[config.mk]
export PLATFORM = sky130hd
export DESIGN_NAME = rope_line_renderer
export DESIGN_NICKNAME = d
export VERILOG_FILES = /design/src/rtl/rope_line_renderer_pkg.sv /design/src/rtl/rope_line_stepper.sv /design/src/rtl/rope_line_renderer.sv
export SDC_FILE = /design/constraint.sdc
export NUM_CORES = 1
export LEC_CHECK = 0
export BUFFER_PORTS_ARGS = -buffer_cell sky130_fd_sc_hd__buf_2
export CAP_MARGIN = 20
export CORE_MARGIN = 2
export CORE_UTILIZATION = 50
export DETAILED_ROUTE_END_ITERATION = 7
export PLACE_DENSITY_LB_ADDON = 0.25
export SLEW_MARGIN = 0
export SYNTH_ARGS = -nofsm -noshare
export SYNTH_HDL_FRONTEND = slang
export SYNTH_SLANG_ARGS = --single-unit
[constraint.sdc]
create_clock -name clock -period 5.32 [get_ports clock]
set_input_delay 1.064 -clock clock [delete_from_list [all_inputs] [get_ports clock]]
set_output_delay 1.064 -clock clock [all_outputs]
set_load 0.02 [all_outputs]
[src/rtl/rope_line_renderer_pkg.sv]
// Shared definitions for the rope line renderer and the rope controller:
// screen geometry, colour width, default pivots and the renderer FSM encoding.
package rope_line_renderer_pkg;

    localparam int SCREEN_W = 320;
    localparam int SCREEN_H = 240;
    localparam int COL_W    = 3;
    localparam int COORD_W  = 12;

    localparam logic [9:0] DEFAULT_ORIGIN_X = 10'd160;
    localparam logic [9:0] DEFAULT_ORIGIN_Y = 10'd45;
    localparam logic [9:0] P1_ORIGIN_X      = 10'd77;
    localparam logic [9:0] P2_ORIGIN_X      = 10'd237;

    typedef logic signed [COORD_W-1:0] coord_t;

    typedef enum logic [2:0] {
        ST_IDLE       = 3'd0,
        ST_INIT_ERASE = 3'd1,
        ST_ERASE      = 3'd2,
        ST_INIT_DRAW  = 3'd3,
        ST_DRAW       = 3'd4,
        ST_DONE       = 3'd5
    } state_t;

    function automatic logic on_screen(input coord_t x, input coord_t y);
        on_screen = (x >= 12'sd0) && (x < 12'sd320) && (y >= 12'sd0) && (y < 12'sd240);
    endfunction

endpackage

[src/rtl/rope_line_stepper.sv]
// Bresenham line stepper: load captures a segment, each step advances one pixel;
// last flags the endpoint pixel, after which valid drops.
module rope_line_stepper
    import rope_line_renderer_pkg::*;
(
    input  logic   clock,
    input  logic   reset,
    input  logic   load,
    input  logic   step,
    input  coord_t x0,
    input  coord_t y0,
    input  coord_t x1,
    input  coord_t y1,
    output coord_t cur_x,
    output coord_t cur_y,
    output logic   valid,
    output logic   last
);

    coord_t x_r, y_r, x1_r, y1_r, err_r, dx_r, dy_r;
    logic   sx_neg_r, sy_neg_r, valid_r;

    coord_t dx_ld_s, dy_ld_s;
    coord_t x_nxt_s, y_nxt_s, err_nxt_s;
    logic signed [COORD_W:0] e2_s, dx_ext_s, dy_ext_s;
    logic   last_s;

    // Segment setup values and the next pixel of the current segment.
    always_comb begin
        dx_ld_s   = (x1 >= x0) ? (x1 - x0) : (x0 - x1);
        dy_ld_s   = (y1 >= y0) ? (y0 - y1) : (y1 - y0);
        e2_s      = {err_r, 1'b0};
        dx_ext_s  = {dx_r[COORD_W-1], dx_r};
        dy_ext_s  = {dy_r[COORD_W-1], dy_r};
        err_nxt_s = err_r;
        x_nxt_s   = x_r;
        y_nxt_s   = y_r;
        if (e2_s >= dy_ext_s) begin
            err_nxt_s = err_nxt_s + dy_r;
            x_nxt_s   = sx_neg_r ? (x_r - 12'sd1) : (x_r + 12'sd1);
        end else begin
            x_nxt_s   = x_r;
        end
        // Both tests use the e2 taken before either update.
        if (e2_s <= dx_ext_s) begin
            err_nxt_s = err_nxt_s + dx_r;
            y_nxt_s   = sy_neg_r ? (y_r - 12'sd1) : (y_r + 12'sd1);
        end else begin
            y_nxt_s   = y_r;
        end
        last_s = valid_r && (x_r == x1_r) && (y_r == y1_r);
    end

    // Stepper state: load a new segment or advance one pixel.
    always_ff @(posedge clock or posedge reset) begin
        if (reset) begin
            x_r      <= 12'sd0;
            y_r      <= 12'sd0;
            x1_r     <= 12'sd0;
            y1_r     <= 12'sd0;
            err_r    <= 12'sd0;
            dx_r     <= 12'sd0;
            dy_r     <= 12'sd0;
            sx_neg_r <= 1'b0;
            sy_neg_r <= 1'b0;
            valid_r  <= 1'b0;
        end else if (load) begin
            x_r      <= x0;
            y_r      <= y0;
            x1_r     <= x1;
            y1_r     <= y1;
            dx_r     <= dx_ld_s;
            dy_r     <= dy_ld_s;
            err_r    <= dx_ld_s + dy_ld_s;
            sx_neg_r <= (x1 < x0);
            sy_neg_r <= (y1 < y0);
            valid_r  <= 1'b1;
        end else if (step && valid_r) begin
            if (last_s) begin
                valid_r <= 1'b0;
            end else begin
                x_r   <= x_nxt_s;
                y_r   <= y_nxt_s;
                err_r <= err_nxt_s;
            end
        end
    end

    assign cur_x = x_r;
    assign cur_y = y_r;
    assign valid = valid_r;
    assign last  = last_s;

endmodule

[src/rtl/rope_line_renderer.sv]
// Per-player rope renderer: on start, erases the previous rope segment in the
// background colour, then draws the new one from the pivot into the VGA plot port.
module rope_line_renderer
    import rope_line_renderer_pkg::*;
#(
    parameter logic [9:0]       ORIGIN_X = DEFAULT_ORIGIN_X,
    parameter logic [9:0]       ORIGIN_Y = DEFAULT_ORIGIN_Y,
    parameter logic [COL_W-1:0] ROPE_COL = 3'b000,
    parameter logic [COL_W-1:0] BG_COL   = 3'b111
)
(
    input  logic             clock,
    input  logic             reset,
    input  logic             start,
    input  logic [9:0]       end_x,
    input  logic [9:0]       end_y,
    output logic [8:0]       vga_x,
    output logic [7:0]       vga_y,
    output logic [COL_W-1:0] vga_colour,
    output logic             vga_plot,
    output logic             busy,
    output logic             done
);

    localparam coord_t ORG_X_C = coord_t'({2'b00, ORIGIN_X});
    localparam coord_t ORG_Y_C = coord_t'({2'b00, ORIGIN_Y});

    state_t     state_r, next_state_s;
    logic [9:0] new_x_r, new_y_r, prev_x_r, prev_y_r;
    logic       have_prev_r;

    logic       load_s, step_s;
    logic [9:0] tgt_x_s, tgt_y_s;
    coord_t     cur_x_s, cur_y_s;
    logic       stp_valid_s, stp_last_s;

    logic [8:0]       x_nxt_s;
    logic [7:0]       y_nxt_s;
    logic [COL_W-1:0] col_nxt_s;
    logic             plot_nxt_s, busy_nxt_s, done_nxt_s;

    rope_line_stepper u_stepper (
        .clock (clock),
        .reset (reset),
        .load  (load_s),
        .step  (step_s),
        .x0    (ORG_X_C),
        .y0    (ORG_Y_C),
        .x1    (coord_t'({2'b00, tgt_x_s})),
        .y1    (coord_t'({2'b00, tgt_y_s})),
        .cur_x (cur_x_s),
        .cur_y (cur_y_s),
        .valid (stp_valid_s),
        .last  (stp_last_s)
    );

    // Next-state logic and stepper control.
    always_comb begin
        next_state_s = state_r;
        load_s       = 1'b0;
        step_s       = 1'b0;
        tgt_x_s      = new_x_r;
        tgt_y_s      = new_y_r;
        case (state_r)
            ST_IDLE: begin
                if (start) begin
                    if (have_prev_r) begin
                        next_state_s = ST_INIT_ERASE;
                    end else begin
                        next_state_s = ST_INIT_DRAW;
                    end
                end else begin
                    next_state_s = ST_IDLE;
                end
            end
            ST_INIT_ERASE: begin
                load_s       = 1'b1;
                tgt_x_s      = prev_x_r;
                tgt_y_s      = prev_y_r;
                next_state_s = ST_ERASE;
            end
            ST_ERASE: begin
                step_s = 1'b1;
                if (stp_last_s) begin
                    next_state_s = ST_INIT_DRAW;
                end else begin
                    next_state_s = ST_ERASE;
                end
            end
            ST_INIT_DRAW: begin
                load_s       = 1'b1;
                next_state_s = ST_DRAW;
            end
            ST_DRAW: begin
                step_s = 1'b1;
                if (stp_last_s) begin
                    next_state_s = ST_DONE;
                end else begin
                    next_state_s = ST_DRAW;
                end
            end
            ST_DONE: begin
                next_state_s = ST_IDLE;
            end
            default: begin
                next_state_s = ST_IDLE;
            end
        endcase
    end

    // Next values of the registered VGA and handshake outputs.
    always_comb begin
        x_nxt_s    = vga_x;
        y_nxt_s    = vga_y;
        col_nxt_s  = vga_colour;
        plot_nxt_s = 1'b0;
        if ((state_r == ST_ERASE) || (state_r == ST_DRAW)) begin
            x_nxt_s    = cur_x_s[8:0];
            y_nxt_s    = cur_y_s[7:0];
            col_nxt_s  = (state_r == ST_ERASE) ? BG_COL : ROPE_COL;
            // Off-screen pixels still consume a step but are never written.
            plot_nxt_s = stp_valid_s && on_screen(cur_x_s, cur_y_s);
        end else begin
            plot_nxt_s = 1'b0;
        end
        busy_nxt_s = (next_state_s != ST_IDLE);
        done_nxt_s = (state_r == ST_DONE);
    end

    // FSM state register.
    always_ff @(posedge clock or posedge reset) begin
        if (reset) begin
            state_r <= ST_IDLE;
        end else begin
            state_r <= next_state_s;
        end
    end

    // Latched endpoints and memory of the rope currently on screen.
    always_ff @(posedge clock or posedge reset) begin
        if (reset) begin
            new_x_r     <= ORIGIN_X;
            new_y_r     <= ORIGIN_Y;
            prev_x_r    <= ORIGIN_X;
            prev_y_r    <= ORIGIN_Y;
            have_prev_r <= 1'b0;
        end else if ((state_r == ST_IDLE) && start) begin
            new_x_r <= end_x;
            new_y_r <= end_y;
        end else if (state_r == ST_DONE) begin
            prev_x_r    <= new_x_r;
            prev_y_r    <= new_y_r;
            have_prev_r <= 1'b1;
        end
    end

    // Registered outputs so plot, coordinates and colour change together.
    always_ff @(posedge clock or posedge reset) begin
        if (reset) begin
            vga_x      <= 9'd0;
            vga_y      <= 8'd0;
            vga_colour <= 3'd0;
            vga_plot   <= 1'b0;
            busy       <= 1'b0;
            done       <= 1'b0;
        end else begin
            vga_x      <= x_nxt_s;
            vga_y      <= y_nxt_s;
            vga_colour <= col_nxt_s;
            vga_plot   <= plot_nxt_s;
            busy       <= busy_nxt_s;
            done       <= done_nxt_s;
        end
    end

endmodule
==> PnR_summary.wiki <==
{| class="wikitable"
! Metric !! Value
|-
| Number of inserted diodes || 0
|-
| Share of power burned in the clock network || 0.449
|-
| Slew at the pin with the worst max-slew slack || 0.8712 ns
|-
| Warnings from Yosys || 0
|-
| Final setup fails || 0
|-
| Via total after detailed routing || 7,579
|-
| Share of the clock period used by the worst path after layout || 0.8788
|-
| Worst endpoint data arrival time || 4.98 ns
|-
| Fin cells || 1,343
|-
| Start of the worst register-to-register path || u_stepper.err_r[7]
|-
| Syn Nets || 1,125
|-
| Launch point of the worst path || u_stepper.err_r[7]
|-
| Dpl cell area || 10,350 µm²
|-
| Cell area after layout || 11,000 µm²
|-
| Placeable core region || 19,400 µm²
|-
| Cell area after technology mapping || 9831 µm²
|-
| End of the worst register-to-register path || u_stepper.err_r[8]
|-
| Number of global-route vias before repair || 7,131
|-
| CTS Hold Buffers Added || 0
|-
| Critical path endpoint || u_stepper.err_r[8]
|-
| Number of pins exceeding their max-slew limit in the final report || 0
|-
| Switching power summed over all nets || 0.0006227 W
|-
| Crit path time final || 4.675 ns
|-
| CP Data Required Time || 5.63 ns
|-
| DIE AREA || 20,800 µm²
|-
| Slowest cell on the critical path || sky130_fd_sc_hd__o41ai_1
|-
| Mean cell area of the mapped netlist || 9.733 µm²
|-
| Routed wire length per instance || 16.62 µm
|-
| Max-cap check violation count || 0
|-
| Final ANT Viol Nets || 0
|-
| Worst Hold Launch || have_prev_r
|-
| CTS Root Cell || sky130_fd_sc_hd__clkbuf_16
|-
| Switching share of total power || 0.2496
|-
| Final sum of negative setup slack || 0 ns
|-
| Area taken by flip-flops and latches || 3643 µm²
|-
| Commonest non-fill, non-tap cell in the layout || sky130_fd_sc_hd__dfrtp_1
|-
| Reg-to-reg setup timing slack || 0.64 ns
|-
| DP HPWL || 16.94 mm
|-
| Post-CTS setup repair buffer count || 0
|-
| Number of levels in the clock H-tree || 4
|-
| Total I/O pin count || 46
|-
| Worst ir drop on vdd || 0.2147 mV
|-
| Type of element capturing the critical path || register
|-
| Clock Tree Buf Depth || 2
|-
| Routability cong. || 0.8641
|-
| Proportion of register bits with asynchronous set or reset after synthesis || 1.000
|-
| DRC violations left || 0
|-
| Area of the multi-input gates || 5857 µm²
|-
| Y dimension of the die || 144.2 µm
|-
| Maximum fanout count along the critical path || 5
|-
| Clock Sinks || 145
|-
| Final Hold Violating Endpoints || 0
|-
| GR Overflow Total || 0
|-
| RSZ-0062 raised after global routing || false
|-
| Port Buffer Count || 45
|-
| Final nets || 1,180
|-
| Pin count of the biggest net entering global routing || 109
|-
| Highest clock rate || 213.9 MHz
|-
| Synth unique cells || 73
|-
| Hold Worst Slack || 0.4405 ns
|-
| Part of the Yosys area used for sequential elements || 0.3706
|-
| Number of filler instances in the final layout || 1,729
|-
| First-iteration detailed-routing DRC count || 505
|-
| Wire length of the first global-routing pass || 36.44 mm
|-
| Overall die width || 144.2 µm
|-
| Depth of the worst register-to-register path || 17
|-
| Commonest cells after routing, fill and taps aside || sky130_fd_sc_hd__dfrtp_1, sky130_fd_sc_hd__nand2_1, sky130_fd_sc_hd__ha_1
|-
| Share of post-route cells with drive strength above 1 || 0.2022
|-
| Total leakage power || 5.076 nW
|-
| Delay of the slowest cell on the worst path || 0.53 ns
|-
| Worst-path cell chain || ha_1 > nand3_1 > nor3_1 > o31ai_1 > a31oi_1 > nor2_1 > mux2_2 > ha_1 > fa_1 > a21o_1 > a21oi_1 > o21ai_0 > o41ai_1 > xor2_1 > nor2_1 > a211o_1 > a22o_1
|-
| DP Cell Count || 1,302
|-
| Kind of start point of the critical path || register
|-
| Combinational group share of total power || 0.102
|-
| Synth Register Bits || 145
|-
| Power density cells || 226.9 nW/µm²
|-
| Clock insertion delay at the later pin of the skew report || 0.42 ns
|-
| Cell-internal power || 0.001872 W
|-
| Classification of the worst-slack hold path || reg -> reg
|-
| Number of cells on the worst hold path || 2
|-
| Vias/cell || 5.643
|-
| Total Routing Usage GR || 0.2260
|-
| Detailed Route WL || 22.33 mm
|-
| Sequential share of power || 0.449
|-
| Initial antenna violation count || 0
|-
| Result of the run || complete, no violations
|-
| Post-cts gate resize count || 0
|-
| Number of search-and-repair iterations in the first detailed-routing pass || 5
|-
| Gate count of the mapped netlist || 1,010
|-
| Number of standard-cell rows in the floorplan || 51
|-
| Final setup skew || 0.01204 ns
|-
| TritonCTS clock tree || built
|-
| Leading register cell type out of synthesis || sky130_fd_sc_hd__dfrtp_1
|-
| Area Overhead vs Synth || 11.85%
|-
| Starting density of the core || 0.5068
|-
| EDFF count, synth || 0
|-
| Relative max-transition margin || 0.4192
|-
| Clock edge transition at the registers on the reported setup and hold paths || 0.06 ns
|-
| CTS buffer count || 17
|-
| Type of the worst setup path || reg -> reg
|-
| Worst path setup slack after routing || 0.6447 ns
|-
| Post-Place Worst Slack || 0.2944 ns
|}
## synthesized netlist by cell type, types with 3 or more instances
master | n | share of area
sky130_fd_sc_hd__o211ai_1 | 5 | 0.0038
sky130_fd_sc_hd__nand2_1 | 95 | 0.036
sky130_fd_sc_hd__nand3_1 | 31 | 0.016
sky130_fd_sc_hd__inv_1 | 45 | 0.017
sky130_fd_sc_hd__nor3_1 | 31 | 0.016
sky130_fd_sc_hd__xnor2_1 | 36 | 0.032
sky130_fd_sc_hd__nor2_1 | 52 | 0.020
sky130_fd_sc_hd__a211o_1 | 7 | 0.0062
sky130_fd_sc_hd__or2_2 | 6 | 0.0038
sky130_fd_sc_hd__xor2_1 | 39 | 0.035
sky130_fd_sc_hd__o31ai_1 | 4 | 0.0031
sky130_fd_sc_hd__a211oi_1 | 6 | 0.0046
sky130_fd_sc_hd__nand2b_1 | 8 | 0.0051
sky130_fd_sc_hd__buf_4 | 3 | 0.0023
sky130_fd_sc_hd__o21bai_1 | 6 | 0.0046
sky130_fd_sc_hd__ha_1 | 87 | 0.11
sky130_fd_sc_hd__dfrtp_1 | 133 | 0.34
sky130_fd_sc_hd__nand4_1 | 6 | 0.0038
sky130_fd_sc_hd__or3_1 | 12 | 0.0076
sky130_fd_sc_hd__nor4_1 | 9 | 0.0057
sky130_fd_sc_hd__clkbuf_1 | 25 | 0.0095
sky130_fd_sc_hd__o221ai_1 | 3 | 0.0027
sky130_fd_sc_hd__dfstp_2 | 12 | 0.032
sky130_fd_sc_hd__mux2i_1 | 27 | 0.027
sky130_fd_sc_hd__a21oi_1 | 58 | 0.030
sky130_fd_sc_hd__nor2b_1 | 9 | 0.0057
sky130_fd_sc_hd__o21a_1 | 7 | 0.0053
sky130_fd_sc_hd__fa_1 | 5 | 0.010
sky130_fd_sc_hd__mux2_2 | 77 | 0.088
sky130_fd_sc_hd__and2_1 | 3 | 0.0019
sky130_fd_sc_hd__o21ai_0 | 75 | 0.038
sky130_fd_sc_hd__and3_1 | 9 | 0.0057
sky130_fd_sc_hd__a31oi_1 | 15 | 0.0095
sky130_fd_sc_hd__a21o_1 | 13 | 0.0099
## flip-flops by register name, indices dropped and copies added (netlist names), 3 cells and up
name             flops
u_stepper.cur_x     12
prev_y_r            10
u_stepper.dy_r      11
u_stepper.dx_r      11
u_stepper.y1_r      10
new_x_r             10
u_stepper.x1_r       9
u_stepper.cur_y     12
vga_x                9
prev_x_r            10
state_r              3
new_y_r             10
u_stepper.err_r     12
vga_y                8
## stage by stage
stage,total power [W],util
floorplan,0.001326,-
global placement,0.001389,0.5336
detailed placement,0.001393,0.5336
CTS,0.002510,0.5617
global route,0.002599,0.5668
finish,0.002495,0.5668
## critical path: cells and delay by family (launching register included)
kind / cells / cell delay [ns]
XOR/XNOR: 1 / 0.22
AO/OA/AOI/OAI: 8 / 2.12
multiplexers: 1 / 0.32
flip-flops: 1 / 0.43
adder cells (fa/ha/maj): 3 / 0.96
AND/OR/NAND/NOR: 4 / 0.51
## how the worst min path moves through the flow
stage | end | slack (ns)
2_1_floorplan | have_prev_r | 0.41
3_3_place_gp | have_prev_r | 0.43
3_5_place_dp | have_prev_r | 0.43
4_1_cts | have_prev_r | 0.44
5_1_grt | have_prev_r | 0.48
6_report | have_prev_r | 0.44
## power groups by stage
stage | Sequential, W | Clock [W] | Combinational (W)
finish | 0.00112 | 0.00112 | 0.000255
global route | 0.00112 | 0.00119 | 0.000287
CTS | 0.00112 | 0.00114 | 0.000253
detailed placement | 0.00114 | 0 | 0.000252
global placement | 0.00114 | 0 | 0.000248
floorplan | 0.00114 | 0 | 0.000188
## final cells by class
| class | count | share of cell area |
|---|---|---|
| Multi-Input combinational cell | 785 | 0.5327 |
| Sequential cell | 145 | 0.3314 |
| Clock buffer | 22 | 0.04131 |
| Timing Repair Buffer | 69 | 0.03983 |
| Tap cell | 265 | 0.03015 |
| Inverter | 47 | 0.01650 |
| Clock inverter | 10 | 0.008193 |
## layer usage
metal  global-route usage  vias to the layer above  routed length, µm
li1                     -                     3750                  -
met1               0.3186                     3646              10900
met2               0.3521                      150               9971
met3              0.03874                       33                837
met4              0.08176                        0                620
met5                    0                        -                  0
## cells by family (layout without fill, tap and decap cells)
group / Yosys count / after routing / synth area share
adders and majority gates: 92 / 92 / 0.1209
buffers and inverters: 80 / 148 / 0.03602
and+or+nand+nor: 286 / 286 / 0.1428
xor gates and xnor gates: 76 / 76 / 0.06847
AOI/OAI and AO/OA: 225 / 225 / 0.1427
muxes: 106 / 106 / 0.1185
DFF: 145 / 145 / 0.3706
Power figures use the tool's default switching activity.
